**config.mk**
```make
export PLATFORM = sky130hd
export DESIGN_NAME = poc_printer
export DESIGN_NICKNAME = d
export VERILOG_FILES = /design/src/rtl/poc_printer.sv
export SDC_FILE = /design/constraint.sdc
export NUM_CORES = 1
export LEC_CHECK = 0
export BUFFER_PORTS_ARGS = -buffer_cell sky130_fd_sc_hd__buf_2
export CAP_MARGIN = 20
export CORE_MARGIN = 4
export CORE_UTILIZATION = 51
export DETAILED_ROUTE_END_ITERATION = 10
export GPL_TIMING_DRIVEN = 0
export PLACE_DENSITY = 0.79
export SLEW_MARGIN = 20
export SYNTH_ARGS = -nofsm -noshare
export SYNTH_HDL_FRONTEND = slang
export SYNTH_SLANG_ARGS = --single-unit
```
**constraint.sdc**
```tcl
create_clock -name clk -period 2.69 [get_ports clk]
set_clock_uncertainty 0.2 [all_clocks]
set_input_delay 0.269 -clock clk [delete_from_list [all_inputs] [get_ports clk]]
set_output_delay 0.269 -clock clk [all_outputs]
set_load 0.01 [all_outputs]
```
**src/rtl/poc_printer.sv**
```systemverilog
// poc_printer: printer-side endpoint of the POC parallel printer port.
// Captures a byte on each rising edge of pulse_request into a small FIFO;
// a print engine drains the FIFO, spending PRINT_CYCLES clocks per character
// and flagging each printed character with a one-cycle char_valid strobe.
//
// Ports:
//   clk           system clock
//   rst_n         synchronous active-low reset
//   print_data    byte from POC, valid while pulse_request is high
//   pulse_request strobe from POC; one capture per rising edge
//   online        printer online; 0 stalls printing and deasserts print_ready
//   clear_err     clears the sticky overrun flag
//   print_ready   1 = another byte can be accepted
//   char_valid    one-cycle strobe: char_out has just been printed
//   char_out      last printed character (held between characters)
//   char_count    characters printed since reset (wraps)
//   overrun       sticky: a byte arrived while the FIFO was full
module poc_printer #(
  parameter int FIFO_DEPTH   = 4,
  parameter int PRINT_CYCLES = 8
) (
  input  logic        clk,
  input  logic        rst_n,
  input  logic [7:0]  print_data,
  input  logic        pulse_request,
  input  logic        online,
  input  logic        clear_err,
  output logic        print_ready,
  output logic        char_valid,
  output logic [7:0]  char_out,
  output logic [15:0] char_count,
  output logic        overrun
);

  localparam int AW = (FIFO_DEPTH > 1) ? $clog2(FIFO_DEPTH) : 1;
  localparam int CW = $clog2(FIFO_DEPTH + 1);
  localparam int TW = (PRINT_CYCLES > 1) ? $clog2(PRINT_CYCLES) : 1;

  typedef enum logic {
    IDLE  = 1'b0,
    PRINT = 1'b1
  } state_t;

  state_t          state, state_next;
  logic [TW-1:0]   cnt, cnt_next;
  logic [7:0]      mem [FIFO_DEPTH];
  logic [AW-1:0]   wr_ptr, rd_ptr;
  logic [CW-1:0]   count, count_next;
  logic            pulse_d;
  logic            capture, full, push, pop, done;

  // Rising edge of the POC strobe; a held level captures only once.
  assign capture = pulse_request & ~pulse_d;
  assign full    = (count == CW'(FIFO_DEPTH));
  assign push    = capture & ~full;
  // Pop looks at the pre-edge count, so a byte written into an empty FIFO
  // on this edge is never popped on the same edge.
  assign pop     = (state == IDLE) & online & (count != '0);

  assign count_next = count + CW'(push) - CW'(pop);

  // NOTE: every signal driven here gets a default first so no latch is inferred.
  always_comb begin
    state_next = state;
    cnt_next   = cnt;
    done       = 1'b0;
    unique case (state)
      IDLE: begin
        if (pop) begin
          state_next = PRINT;
          cnt_next   = TW'(PRINT_CYCLES - 1);
        end
      end
      PRINT: begin
        if (cnt != '0) begin
          cnt_next = cnt - TW'(1);
        end else begin
          state_next = IDLE;
          done       = 1'b1;
        end
      end
      default: state_next = IDLE;
    endcase
  end

  // NOTE: state registers use non-blocking assignments so every flop samples
  // pre-edge values regardless of statement order.
  always_ff @(posedge clk) begin
    if (!rst_n) begin
      state       <= IDLE;
      cnt         <= '0;
      wr_ptr      <= '0;
      rd_ptr      <= '0;
      count       <= '0;
      pulse_d     <= 1'b0;
      print_ready <= 1'b0;
      char_valid  <= 1'b0;
      char_out    <= 8'h00;
      char_count  <= 16'h0000;
      overrun     <= 1'b0;
    end else begin
      state       <= state_next;
      cnt         <= cnt_next;
      pulse_d     <= pulse_request;
      count       <= count_next;
      print_ready <= online & (count_next < CW'(FIFO_DEPTH));
      char_valid  <= done;
      if (done) char_count <= char_count + 16'd1;
      if (push) wr_ptr <= wr_ptr + AW'(1);
      if (pop) begin
        rd_ptr   <= rd_ptr + AW'(1);
        char_out <= mem[rd_ptr];
      end
      // A new overrun on the same edge as clear_err wins.
      if (capture & full) overrun <= 1'b1;
      else if (clear_err) overrun <= 1'b0;
    end
  end

  // NOTE: the storage array has no reset; the pointers and count alone define
  // which entries are valid, so stale contents are never observed.
  always_ff @(posedge clk) begin
    if (push) mem[wr_ptr] <= print_data;
  end

endmodule
```
==> results.ini <==
[outcome]
run_status = completed

[floorplan]
die_height_um = 82.99
area_enclosed_by_the_die_boundary_um2 = 6887
initial_utilization = 0.5240
design.portCount = 40
core_area_um2 = 5473
floorplan.rows = 27
floorplan.die.width_um = 82.99

[placement]
gp_routability_congestion = 0.7476
post_dp_cell_area_um2 = 3151
place.detailed.instances = 332
dp_hpwl_um = 3565
numPortBuffers = 38

[worst_hold_path]
hold_path.class = in -> reg
worst_hold_path.num_cells = 4
worst_min_delay_path_startpoint = clear_err

[logic_synthesis]
synth.most_common_cell = sky130_fd_sc_hd__dfxtp_1
synth_top_cell_by_area = sky130_fd_sc_hd__edfxtp_1
ys_ff_latch = 71
main_combinational_cell_family_by_area_after_synthesis = simple AND/OR/NAND/NOR gates
synth_async_sr_flop_share = 0
synth_compound_area_frac = 0.03970
synth.top_cells.by_count = 39 x sky130_fd_sc_hd__dfxtp_1, 32 x sky130_fd_sc_hd__edfxtp_1, 28 x sky130_fd_sc_hd__nor2_1
netlist_instances = 222
yosys.area_share.simple = 0.1418
syn_avg_cell_area_um2 = 12.92
synth_xor_xnor_area_share = 0.04276
synth_edf_count = 32
ys_top_cells_by_area = sky130_fd_sc_hd__edfxtp_1 34%, sky130_fd_sc_hd__dfxtp_1 27%, sky130_fd_sc_hd__mux4_2 6.3%, sky130_fd_sc_hd__ha_1 3.9%, sky130_fd_sc_hd__nor2_1 3.7%
area_share_of_the_leading_cell_type_in_the_synthesized_netlist = 0.3351
sequential_to_total_area_share_from_yosys_stat = 0.6073
syn-num-nets = 245
ys.flop_type = sky130_fd_sc_hd__dfxtp_1
synth.cell_area_um2 = 2868
synth.lib_cells_used.distinct = 43
synth_warnings = 0
share_of_synthesized_area_spent_on_multiplexers = 0.09773
area_share_of_fa_ha_maj_cells_after_synthesis = 0.04625

[critical_path]
critical_path_buf_inv_count = 3
capturing_element_type_of_the_critical_path = flip-flop
setup.worst_path.start_class = flip-flop
r2r_start = count[1]$_SDFF_PN0_
max_stage_delay_ns = 0.37
reg2regPathDepth = 11
critPathKind = reg -> reg
timing.critical_path.slowest_stage_cell = sky130_fd_sc_hd__dfxtp_1
worstSetupPathDepth = 11
critical_path.max_fanout = 4
timing.critical_path.max_delay_family = adder cells
worst_ep_arrival_time_ns = 2.58
required_ns = 2.74
worst_setup_path_startpoint = count[1]$_SDFF_PN0_
critical_path.cell_chain = nor3_2 > nor3b_4 > buf_6 > ha_1 > inv_1 > ha_1 > inv_1 > fa_1 > xor2_1 > xnor2_1 > and3_1

[clocking]
cts_tree = built
cts_buffer_depth = 2
cts_root_buffer = sky130_fd_sc_hd__clkbuf_8
ctsHtreeMaxLevel = 3
cts_sinks = 71
tritoncts.num_buffers = 9
worst_skew_pair.late_latency_ns = 0.35
reg_clk_slew_reported_paths_ns = 0.08

[final_layout]
finalNonFillerCells = 361
antenna_cells_inserted = 0
layout-drive-gt1-share = 0.2734
signed_area_change_from_the_synthesized_netlist_to_the_final_layout_pct = 23.12
finish.utilization = 0.6452
nets = 307
fin_area_um2 = 3531

[sta]
post-route-min-period_ns = 2.530
setup_viol = 0
measured_slew_at_the_worst_slew_check_pin_ns = 0.5757
finalHoldViolCount = 0
fmax_ghz = 0.3953
final-max-slew-violation-count = 0
tns_ns = 0
grt_setup_unrepaired = false
max-slew-margin-rel = 0.6162
period_share = 0.9405

[pwr]
power.ir.vdd_worst_uv = 554.4
combinationalPowerShare = 0.243
power.internal_mw = 2.180
swShare = 0.2882
share_seq_of_total_power = 0.448
p_sw_mw = 0.8825
share_clk_of_total_power = 0.309
p_per_area_nw_per_um2 = 867.2
total_leakage_power_nw = 1.392

[detailed_routing]
drt_first_pass_iters = 4
final_antenna_net_count = 0
detail_route.iter0.violations = 86
route.detailed.vias_per_inst = 5.263
vias = 1900
remaining_drc_errors = 0
routed_wire_length_per_instance_um = 14.74
wl_um = 5320

[job]
drv_cap = 0

[grt]
globalRoute.totalOverflow = 0
largest_net_degree_at_the_start_of_global_routing = 15
first_global_vias = 1914
initial_antenna_violation_count = 0
grt_pass1_wl_um = 9032
grt_usage = 0.1687

==> through the flow <==
step | hold slack (ns) | total power [mW] | setup WS (ns)
floorplan | 0.1679 | 1.889 | 0.02702
global placement | 0.2615 | 2.031 | -0.2142
detailed placement | 0.2781 | 2.067 | -0.2255
CTS | 0.001815 | 3.060 | 0.01869
global route | 0.02941 | 3.244 | 0.06140
finish | 0.01278 | 3.062 | 0.1600
==> path summary, 6_finish.rpt <==
check,to,slack (ns)
max,print_ready$_SDFF_PN0_,0.16
min,overrun$_SDFFE_PN0P_,0.01
min reg2reg,char_count[15]$_SDFFE_PN0P_,0.29
max reg2reg,print_ready$_SDFF_PN0_,0.16
==> power by group through the flow <==
stage,sequential (mW),clock (mW),combinational (mW)
global placement,1.38,0,0.654
finish,1.37,0.947,0.744
global route,1.39,1.02,0.830
detailed placement,1.38,0,0.684
floorplan,1.38,0,0.506
CTS,1.36,0.970,0.726
==> registers in the layout, indices dropped and copies added (netlist names) <==
register     flops
wr_ptr           2
cnt              3
char_count      16
count            3
mem             32
state            1
char_valid       1
print_ready      1
pulse_d          1
overrun          1
rd_ptr           2
char_out         8
==> worst reg2reg max path, delay by kind of cell (launching register included) <==
| kind | cells | cell delay [ns] |
|---|---|---|
| fa+ha+maj | 3 | 0.76 |
| simple gates | 3 | 0.58 |
| flops | 1 | 0.37 |
| xor+xnor | 2 | 0.30 |
| buf+inv | 3 | 0.24 |
==> layer usage <==
metal	wire length, um	part of all wire	global-route usage
met5	0	0	0
met4	54	0.010	0.06389
met3	329	0.062	0.06448
met2	2755	0.52	0.2930
met1	2181	0.41	0.1864
==> cells by family (layout without fill, tap and decap cells) <==
group                      Yosys count  count (layout)
adders and majority gates           10              10
muxes                               18              18
xor gates and xnor gates            14              14
AOI/OAI and AO/OA                   18              18
DFF                                 71              71
and+or+nand+nor                     73              73
buffers and inverters               18              85
==> area by class of cell <==
cell class / instances / area (um^2)
Fill cell: 445 / 1942
Inverter: 10 / 37.54
Sequential cell: 71 / 1743
Tap cell: 72 / 90.09
Clock buffer: 9 / 123.9
Clock inverter: 7 / 101.3
Timing Repair Buffer: 51 / 312.8
Buffer: 8 / 38.79
Multi-Input combinational cell: 133 / 1084
==> timing repair <==
action,in CTS,in global routing
endpoints found under the setup margin,3,2
resized for setup,3,4
hold endpoints to repair,34,0
pin swaps,1,2
buffers inserted,1,2
hold buffers,10,0
==> layout by cell type, fill, tap and decap left out, types with 5 or more instances in the layout <==
cell,Yosys,final
sky130_fd_sc_hd__dfxtp_1,39,38
sky130_fd_sc_hd__mux4_2,8,8
sky130_fd_sc_hd__xor2_1,6,6
sky130_fd_sc_hd__dlygate4sd3_1,0,10
sky130_fd_sc_hd__and2_1,7,7
sky130_fd_sc_hd__clkbuf_8,0,9
sky130_fd_sc_hd__ha_1,9,9
sky130_fd_sc_hd__edfxtp_1,32,32
sky130_fd_sc_hd__mux2i_1,10,10
sky130_fd_sc_hd__buf_2,2,39
sky130_fd_sc_hd__nor2_1,28,28
sky130_fd_sc_hd__a21oi_1,5,5
sky130_fd_sc_hd__inv_1,10,10
sky130_fd_sc_hd__xnor2_1,8,8
sky130_fd_sc_hd__nand2_1,6,6
sky130_fd_sc_hd__nand3_1,6,6
sky130_fd_sc_hd__clkbuf_1,5,5
sky130_fd_sc_hd__o21ai_0,5,5
(Power assumes the default switching activity.)
